<file path="config.mk">
export PLATFORM = sky130hd
export DESIGN_NAME = grf_sb_flat
export DESIGN_NICKNAME = d
export VERILOG_FILES = /design/src/rtl/grf_pkg.sv /design/src/rtl/grf_sb_if.sv /design/src/rtl/grf_pend_cnt.sv /design/src/rtl/grf_sb.sv /design/src/flat_wrapper.sv
export SDC_FILE = /design/constraint.sdc
export NUM_CORES = 2
export LEC_CHECK = 0
export BUFFER_PORTS_ARGS = -buffer_cell sky130_fd_sc_hd__buf_2
export CAP_MARGIN = 15
export CORE_AREA = 3 3 338 340
export CTS_BUF_LIST = sky130_fd_sc_hd__clkbuf_4 sky130_fd_sc_hd__clkbuf_8
export CTS_CLUSTER_SIZE = 40
export DETAILED_ROUTE_END_ITERATION = 10
export DIE_AREA = 0 0 341 343
export PLACE_DENSITY = 0.74
export SETUP_SLACK_MARGIN = 0.15
export SLEW_MARGIN = 20
export SYNTH_ARGS = -nofsm -noshare
export SYNTH_HDL_FRONTEND = slang
export SYNTH_SLANG_ARGS = --single-unit
</file>
<file path="constraint.sdc">
create_clock -name clk -period 2.3 [get_ports clk]
set_input_delay 0.115 -clock clk [delete_from_list [all_inputs] [get_ports clk]]
set_output_delay 0.115 -clock clk [all_outputs]
set_load 0.02 [all_outputs]
</file>
<file path="src/rtl/grf_pkg.sv">
// Shared types and the pending-write counter update rule for the GRF scoreboard.
package grf_pkg;

  localparam int CNT_W = 2;
  typedef logic [CNT_W-1:0] grf_cnt_t;
  localparam grf_cnt_t CNT_MAX = 2'd3;

  // Simultaneous inc and dec cancel; the counter never wraps in either direction.
  function automatic grf_cnt_t pend_next(input logic inc, input logic dec, input grf_cnt_t cur);
    grf_cnt_t nxt;
    nxt = cur;
    if (inc && !dec && cur != CNT_MAX) nxt = cur + 1'b1;
    if (dec && !inc && cur != '0)      nxt = cur - 1'b1;
    return nxt;
  endfunction

endpackage

</file>
<file path="src/rtl/grf_sb_if.sv">
// Decode-stage port bundle of the register file: write/retire, read ports and issue handshake.
// Issue handshake: a producer is accepted on a rising edge where iss_valid && iss_ready;
// upstream holds iss_valid/iss_addr until then.
interface grf_sb_if #(
  parameter int DATA_W = 32,
  parameter int ADDR_W = 5,
  parameter int NR     = 2
);
  logic                 we;
  logic [ADDR_W-1:0]    wa;
  logic [DATA_W-1:0]    wd;
  logic [31:0]          wpc;
  logic                 wb_clr;
  logic [NR*ADDR_W-1:0] ra;
  logic [NR*DATA_W-1:0] rd;
  logic [NR-1:0]        hazard;
  logic                 iss_valid;
  logic [ADDR_W-1:0]    iss_addr;
  logic                 iss_ready;

  modport master (
    output we, wa, wd, wpc, wb_clr, ra, iss_valid, iss_addr,
    input  rd, hazard, iss_ready
  );

  modport slave (
    input  we, wa, wd, wpc, wb_clr, ra, iss_valid, iss_addr,
    output rd, hazard, iss_ready
  );
endinterface

</file>
<file path="src/rtl/grf_pend_cnt.sv">
// One saturating pending-write counter; one instance per non-zero register.
module grf_pend_cnt
  import grf_pkg::*;
(
  input  logic     clk,
  input  logic     reset,
  input  logic     inc,
  input  logic     dec,
  output grf_cnt_t cnt
);

  always_ff @(posedge clk or negedge reset) begin
    if (!reset) cnt <= '0;
    else        cnt <= pend_next(inc, dec, cnt);
  end

endmodule

</file>
<file path="src/rtl/grf_sb.sv">
// General register file with NR bypassed read ports and a per-register pending-write scoreboard.
// Optional write trace enabled by defining GRF_WRITE_TRACE_EN.
module grf_sb
  import grf_pkg::*;
#(
  parameter int DATA_W = 32,
  parameter int ADDR_W = 5,
  parameter int NR     = 2
) (
  input  logic      clk,
  input  logic      reset,
  grf_sb_if.slave   bus
);

  localparam int DEPTH = 1 << ADDR_W;

  logic [DATA_W-1:0]       regs [DEPTH];
  grf_cnt_t [DEPTH-1:0]    pend;
  logic [DEPTH-1:0]        inc_vec;
  logic [DEPTH-1:0]        dec_vec;
  logic                    iss_ready_w;
  logic [ADDR_W-1:0]       ra_k;

  always_ff @(posedge clk or negedge reset) begin
    if (!reset) begin
      for (int i = 0; i < DEPTH; i++) regs[i] <= '0;
    end else if (bus.we && bus.wa != '0) begin
      regs[bus.wa] <= bus.wd;
    end
  end

  always_comb begin
    dec_vec = '0;
    if (bus.we && bus.wb_clr && bus.wa != '0) dec_vec[bus.wa] = 1'b1;
  end

  // A retiring writeback frees a slot in the same cycle, so a full counter may still accept.
  assign iss_ready_w   = (pend[bus.iss_addr] != CNT_MAX) || dec_vec[bus.iss_addr];
  assign bus.iss_ready = iss_ready_w;

  always_comb begin
    inc_vec = '0;
    if (bus.iss_valid && iss_ready_w && bus.iss_addr != '0) inc_vec[bus.iss_addr] = 1'b1;
  end

  assign pend[0] = '0;
  for (genvar a = 1; a < DEPTH; a++) begin : g_pend
    grf_pend_cnt u_cnt (
      .clk   (clk),
      .reset (reset),
      .inc   (inc_vec[a]),
      .dec   (dec_vec[a]),
      .cnt   (pend[a])
    );
  end

  // Hazard clears when the last outstanding producer writes back this cycle (pend - dec == 0).
  always_comb begin
    bus.rd     = '0;
    bus.hazard = '0;
    ra_k       = '0;
    for (int k = 0; k < NR; k++) begin
      ra_k = bus.ra[k*ADDR_W +: ADDR_W];
      if (bus.we && bus.wa == ra_k && ra_k != '0)
        bus.rd[k*DATA_W +: DATA_W] = bus.wd;
      else if (ra_k != '0)
        bus.rd[k*DATA_W +: DATA_W] = regs[ra_k];
      bus.hazard[k] = (ra_k != '0) && (pend[ra_k] != grf_cnt_t'(dec_vec[ra_k]));
    end
  end

`ifdef GRF_WRITE_TRACE_EN
  always_ff @(posedge clk) begin
    if (reset && bus.we && bus.wa != '0)
      $display("%0t@%08h: $%d <= %08h", $time, bus.wpc, bus.wa, bus.wd);
  end
`else
  logic unused_wpc;
  assign unused_wpc = ^bus.wpc;
`endif

endmodule

</file>
<file path="src/flat_wrapper.sv">
// flat-port wrapper written by rule: the top's interface ports become plain ports
module grf_sb_flat import grf_pkg::*;
#(
  parameter int DATA_W = 32,
  parameter int ADDR_W = 5,
  parameter int NR     = 2
)
  (clk, reset, bus_we, bus_wa, bus_wd, bus_wpc, bus_wb_clr, bus_ra, bus_iss_valid, bus_iss_addr, bus_rd, bus_hazard, bus_iss_ready);
  grf_sb_if #(.DATA_W(DATA_W), .ADDR_W(ADDR_W), .NR(NR)) bus_i ();
  input  logic clk;
  input  logic reset;
  input wire logic [$bits(bus_i.we)-1:0] bus_we;
  input wire logic [$bits(bus_i.wa)-1:0] bus_wa;
  input wire logic [$bits(bus_i.wd)-1:0] bus_wd;
  input wire logic [$bits(bus_i.wpc)-1:0] bus_wpc;
  input wire logic [$bits(bus_i.wb_clr)-1:0] bus_wb_clr;
  input wire logic [$bits(bus_i.ra)-1:0] bus_ra;
  input wire logic [$bits(bus_i.iss_valid)-1:0] bus_iss_valid;
  input wire logic [$bits(bus_i.iss_addr)-1:0] bus_iss_addr;
  output wire logic [$bits(bus_i.rd)-1:0] bus_rd;
  output wire logic [$bits(bus_i.hazard)-1:0] bus_hazard;
  output wire logic [$bits(bus_i.iss_ready)-1:0] bus_iss_ready;
  assign bus_i.we = bus_we;
  assign bus_i.wa = bus_wa;
  assign bus_i.wd = bus_wd;
  assign bus_i.wpc = bus_wpc;
  assign bus_i.wb_clr = bus_wb_clr;
  assign bus_i.ra = bus_ra;
  assign bus_i.iss_valid = bus_iss_valid;
  assign bus_i.iss_addr = bus_iss_addr;
  assign bus_rd = bus_i.rd;
  assign bus_hazard = bus_i.hazard;
  assign bus_iss_ready = bus_i.iss_ready;
  grf_sb #(.DATA_W(DATA_W), .ADDR_W(ADDR_W), .NR(NR)) u_core (.clk(clk), .reset(reset), .bus(bus_i));
endmodule
</file>
======== Word level (Yosys, flattened, before mapping) ========
Index checks and enable logic that the tools add are counted.
word-level totals
  register bits ........................... 1086
  bits of input ports ..................... 89
  output and inout bits ................... 67
cells by class
  add/sub/neg operators ................... 62
  magnitude comparators ................... 10
  equal/unequal tests ..................... 36
  mux-type cells .......................... 93
  bitwise gates (word level) .............. 3
  reductions and logical operators ........ 267
operator list
  cell                                                  number
  bitwise mux 1024 bit                                  1
  two-way mux 32 bit                                    11
  binary-select mux 32 bit (select 5 bit)               2
  demux 32 bit (select 5 bit)                           1
  logical AND 1 bit                                     138
  two-way mux 2 bit                                     65
  nonzero test 2 bit                                    62
  inequality test 2 bit (second input constant)         32
  adder 2 x 1 -> 2 bit (second input constant)          31
  logical NOT 1 bit                                     62
  subtractor 2 x 1 -> 2 bit (second input constant)     31
  binary-select mux 2 bit (select 5 bit)                3
  < comparator 5 x 6 -> 1 bit (second input constant)   4
  nonzero test 5 bit                                    4
  >= comparator 6 bit (second input constant)           3
  NOT 5 -> 6 bit                                        3
  binary-select mux 1 bit (select 5 bit)                3
  demux 1 bit (select 5 bit)                            2
  equality test 5 bit                                   2
  >= comparator 5 x 1 -> 1 bit (second input constant)  2
  < comparator 6 x 1 -> 1 bit (second input constant)   1
  two-way mux 1 bit                                     5
  inequality test 2 x 1 -> 1 bit                        2
  logical OR 1 bit                                      1

======== Logic depth before layout (Yosys ltp) ========
  depth after elaboration ................. 15
  gate-level depth with buffers ........... 14

======== Modules after synthesis ========
Synthesis repeated with hierarchy kept, for this count alone.
second synthesis, totals
  cell total of the unflattened synthesis .. 3960
  area total of the unflattened synthesis .. 60375.4 µm²
modules (own cells, without submodules)
  module        instances  cells each  area each (µm²)  sequential area each (µm²)
  grf_sb        1          3588        56768.2          25624.6
  grf_pend_cnt  31         12          116.4            50.0

======== Worst setup path before layout ========
OpenSTA, ideal clock, no wires.
  path kind ............................... input -> output
  from .................................... input bus_ra[5]
  to ...................................... output bus_rd[59]
  data arrival time ....................... 2.464 ns
  setup slack ............................. -0.279 ns
  stages on the path ...................... 7
  cell sequence ........................... buf_2 clkbuf_1 buf_1 mux4_2 mux4_2 mux2i_1 o21ai_0
between the ends
  longest elaborated chain between the ends .. 6
RTL lines
  item                                                   line                source
  start, declared                                        flat_wrapper.sv:17  input wire logic [$bits(bus_i.ra)-1:0] bus_ra;
  NOT 5 -> 6 bit (implied by the code)                   grf_sb.sv:67        bus.rd[k*DATA_W +: DATA_W] = regs[ra_k];
  binary-select mux 32 bit (select 5 bit)                grf_sb.sv:67
  two-way mux 32 bit (implied by the code) (2 in a row)  grf_sb.sv:67
  two-way mux 32 bit                                     grf_sb.sv:66        else if (ra_k != '0)
  two-way mux 32 bit (*)                                 grf_sb.sv:64        if (bus.we && bus.wa == ra_k && ra_k != '0)
  end, declared                                          flat_wrapper.sv:20  output wire logic [$bits(bus_i.rd)-1:0] bus_rd;
Every way passes the cells marked *; elsewhere a longest branch is shown, timed or not. The select of a mux whose other input is x is not followed.

======== Worst setup path after layout ========
  from .................................... register u_core.g_pend[27].u_cnt.cnt[0]
  to ...................................... output bus_hazard[0]
between the ends
  longest elaborated chain between the ends .. 4
RTL lines
  item                                     line                source
  start, declared                          grf_pend_cnt.sv:9   output grf_cnt_t cnt
  start signal, assigned                   grf_pend_cnt.sv:14  else cnt <= pend_next(inc, dec, cnt);
  binary-select mux 2 bit (select 5 bit)   grf_sb.sv:68        bus.hazard[k] = (ra_k != '0) && (pend[ra_k] != grf_cnt_t'(dec_vec[ra_k]));
  two-way mux 2 bit (implied by the code)  grf_sb.sv:68
  inequality test 2 x 1 -> 1 bit           grf_sb.sv:68
  logical AND 1 bit                        grf_sb.sv:68
  end, declared                            flat_wrapper.sv:21  output wire logic [$bits(bus_i.hazard)-1:0] bus_hazard;
Every way passes these cells. The select of a mux whose other input is x is not followed.

==> impl_metrics.xml <==
<?xml version="1.0" encoding="UTF-8"?>
<metrics>
  <group name="clocking">
    <metric name="cts_root_buffer_type" unit="">clkbuf_8</metric>
    <metric name="htree_num_levels" unit="">4</metric>
    <metric name="clock_net_sink_count" unit="">1086</metric>
    <metric name="cts.reportedPaths.clkPinSlew" unit="ns">0.06</metric>
    <metric name="cts_tree" unit="">done</metric>
    <metric name="clock_tree.buffer_depth" unit="">3</metric>
    <metric name="clk_latency" unit="ns">0.90</metric>
    <metric name="cts_buffers" unit="">180</metric>
  </group>
  <group name="yosys">
    <metric name="synthDominantCellAreaShare" unit="%">44.5</metric>
    <metric name="synth_area_leader_cell" unit="">dfrtp_1</metric>
    <metric name="synth-seq-cells" unit="">1086</metric>
    <metric name="synth-edff-count" unit="">0</metric>
    <metric name="ys.flop_type" unit="">dfrtp_1</metric>
    <metric name="synthesis.nets" unit="">4393</metric>
    <metric name="synth_cell_types" unit="">88</metric>
    <metric name="ys_warnings" unit="">0</metric>
    <metric name="synth-seq-area-share" unit="%">44.5</metric>
    <metric name="asyncSetResetFlopFracSynth" unit="%">100</metric>
    <metric name="most_common_cell_in_the_synthesized_netlist" unit="">dfrtp_1</metric>
    <metric name="synth_top_cells_by_area" unit="">dfrtp_1 (45%), mux4_2 (25%), mux2_2 (17%)</metric>
    <metric name="netlist_instances" unit="">4304</metric>
    <metric name="avgSynthCellArea" unit="um^2">14.2</metric>
    <metric name="synth_top_cells_by_count" unit="">dfrtp_1 (1086), mux2_2 (905), mux4_2 (686), nand2_1 (400), clkbuf_1 (332)</metric>
    <metric name="synth_area" unit="um^2">61100</metric>
  </group>
  <group name="die">
    <metric name="height_of_the_die" unit="um">343</metric>
    <metric name="ios" unit="">156</metric>
    <metric name="core_area" unit="um^2">112000</metric>
    <metric name="floorplan.die_area" unit="um^2">117000</metric>
    <metric name="starting_utilization_of_the_core_area" unit="%">54.6</metric>
    <metric name="std_cell_rows" unit="">123</metric>
    <metric name="die_x" unit="um">341</metric>
  </group>
  <group name="detailed_routing">
    <metric name="highest_layer" unit="">met5</metric>
    <metric name="route.final.wire_length" unit="mm">195</metric>
    <metric name="detail_route.first_pass.iterations" unit="">5</metric>
    <metric name="met1Wirelength" unit="mm">75.3</metric>
    <metric name="num_vias" unit="">44000</metric>
    <metric name="routed-wl-met3" unit="mm">18.8</metric>
    <metric name="detail_route.iter0.violations" unit="">4858</metric>
    <metric name="detail_route.drc_violations" unit="">0</metric>
    <metric name="dr_wl_met2" unit="mm">91.8</metric>
    <metric name="routedWlPerCell" unit="um">30.1</metric>
    <metric name="avgViaCountPerCell" unit="">6.78</metric>
    <metric name="ant_nets" unit="">0</metric>
  </group>
  <group name="cells_and_area">
    <metric name="areaGrowthSynthToFinish" unit="%">22.8</metric>
    <metric name="finalCoreUtilization" unit="%">67.0</metric>
    <metric name="num-nets-final" unit="">4935</metric>
    <metric name="final_layout_size_suffix_gt1_share" unit="%">59.4</metric>
    <metric name="non_filler_instances" unit="">6488</metric>
  </group>
  <group name="sta">
    <metric name="setup_violations" unit="">129</metric>
    <metric name="slew_headroom" unit="%">35.2</metric>
    <metric name="period_share" unit="%">137</metric>
    <metric name="drv_slew" unit="">0</metric>
    <metric name="holdWs" unit="ns">0.0456</metric>
    <metric name="clock.fmax" unit="MHz">316</metric>
    <metric name="post-route-min-period" unit="ns">3.16</metric>
    <metric name="final_critical_path_setup_slack" unit="ns">-0.862</metric>
    <metric name="rsz0062_at_grt" unit="">true</metric>
    <metric name="report.final.hold_viol_count" unit="">0</metric>
    <metric name="worstMarginPinSlew" unit="ns">0.972</metric>
    <metric name="timing.clock.skew" unit="ns">0.0325</metric>
  </group>
  <group name="flow_run">
    <metric name="drv_cap" unit="">0</metric>
  </group>
  <group name="placement">
    <metric name="port-buffer-count" unit="">123</metric>
    <metric name="dp_cells" unit="">6003</metric>
    <metric name="minimum_setup_slack_after_placement" unit="ns">-0.497</metric>
    <metric name="gp_congestion" unit="">0.916</metric>
    <metric name="dpl.hpwl" unit="mm">120</metric>
  </group>
  <group name="global_route">
    <metric name="grt_pass1_vias" unit="">45300</metric>
    <metric name="first_pass_grt_wire_length" unit="mm">291</metric>
    <metric name="groute.usage.overall" unit="%">33.4</metric>
    <metric name="antenna_found_initial" unit="">5</metric>
    <metric name="grt_overflow" unit="">0</metric>
    <metric name="largest_net_degree_at_the_start_of_global_routing" unit="">127</metric>
  </group>
  <group name="worst_setup_path">
    <metric name="worst_ep_required_time" unit="ns">2.18</metric>
    <metric name="crit_start_category" unit="">flop</metric>
    <metric name="crit_chain" unit="">buf_6 &gt; mux4_2 &gt; mux4_2 &gt; a21o_1 &gt; a22oi_2 &gt; buf_6</metric>
    <metric name="timing.critical_path.slowest_cell_delay" unit="ns">0.57</metric>
    <metric name="crit_arrival" unit="ns">3.05</metric>
    <metric name="path_class" unit="">reg -&gt; out</metric>
    <metric name="cp_max_fanout" unit="">3</metric>
    <metric name="timing.critical_path.slowest_stage_cell" unit="">mux4_2</metric>
    <metric name="critical_path.endpoint_type" unit="">output pin</metric>
  </group>
  <group name="status">
    <metric name="violations" unit="">setup timing</metric>
    <metric name="run_status" unit="">finished with violations</metric>
  </group>
  <group name="min_path">
    <metric name="hold_path_class" unit="">in -&gt; reg</metric>
  </group>
  <group name="power">
    <metric name="design_power_total" unit="uW">60700</metric>
    <metric name="vdd_drop_max" unit="mV">0.526</metric>
    <metric name="power.static_leakage" unit="uW">0.0325</metric>
    <metric name="power-per-cell-area" unit="nW/um^2">810</metric>
  </group>
</metrics>
[sequential cells by signal, indices dropped and copies added, names as in the netlist]
| name | flops |
|---|---|
| u_core.g_pend.u_cnt.cnt | 62 |
| u_core.regs | 1024 |
[cell type report]
type,instances,area [um^2]
clock buffers,281,3550
clock inverters,38,420
repair buffers,833,8420
well taps,1500,1880
flip-flops and latches,1086,27200
inverters,26,105
diodes,5,12.5
multi-input cells,2719,33400
fillers,7584,36900
[kinds of logic (layout without fill, tap and decap cells)]
kind of cell | Yosys count | in the layout | share of synthesized area [%]
and+or+nand+nor | 736 | 736 | 5.68
xor gates and xnor gates | 24 | 24 | 0.344
other | 0 | 5 | 0
muxes | 1646 | 1646 | 42.9
AOI/OAI and AO/OA | 313 | 313 | 3.32
DFF | 1086 | 1086 | 44.5
buffers and inverters | 499 | 1178 | 3.27
[cells in the final DEF (no fill, tap or decap), drive strengths merged, types with 8 or more instances in the layout]
master       count
a211oi          12
a21oi           97
a31oi           18
and2            13
and3            23
buf            775
clkbuf         284
clkinv          24
dfrtp         1086
dlygate4sd3     54
inv             31
mux2           905
mux2i           55
mux4           686
nand2          400
nand2b          10
nand3           29
nand4           11
nor2           103
nor2b           44
nor3            30
nor4b           17
o211ai          10
o21a             9
o21ai           77
o22ai            9
or4              8
xnor2           18
[where the power goes]
part | switching [uW] | internal [uW] | total [uW] | leakage (uW)
combinational | 6570 | 9800 | 16400 | 0.0165
sequential | 2780 | 22800 | 25600 | 0.0139
clock | 8250 | 10500 | 18800 | 0.00211
[timing repair]
item,4_1_cts,5_1_grt
setup endpoints to repair,125,128
buffers inserted,66,32
gates resized for setup,305,131
cloned,4,4
pin swaps,87,59
hold buffers,55,0
endpoints found under the hold margin,2114,0
[worst max-delay path: cells and delay by family (launching register included)]
kind                   cells  cell delay [ns]
DFF                        1             0.40
buffers and inverters      2             0.28
muxes                      2             1.09
AOI/OAI and AO/OA          2             0.40
[metrics by stage]
stage / cell area (um^2) / setup TNS (ns)
6_report: 75000 / -60.90
5_1_grt: 75000 / -70.59
4_1_cts: 74000 / -52.62
3_5_place_dp: 67800 / -26.95
3_3_place_gp: 67800 / -23.81
2_1_floorplan: 61600 / -0.312
[final timing paths]
check	slack, ns	cells past startpoint	start	endpoint
setup / recovery	-0.86	6	u_core.g_pend[27].u_cnt.cnt[0]	bus_hazard[0]
hold / removal	0.05	5	bus_wa[2]	u_core.g_pend[17].u_cnt.cnt[1]
setup reg to reg	-0.64	15	u_core.g_pend[27].u_cnt.cnt[0]	u_core.g_pend[28].u_cnt.cnt[0]
hold reg to reg	0.39	0	u_core.regs[999]	u_core.regs[999]
max in group asynchronous	0.69	4	reset	u_core.regs[406]
min in group asynchronous	0.56	4	reset	u_core.regs[131]
[layer usage]
layer	vias to the layer above	track usage, %
met1	23300	45.6
met4	2	15.5
met3	579	7.12
met5	-	0
met2	2511	52.1
li1	17600	-
Power figures use the tool's default switching activity.
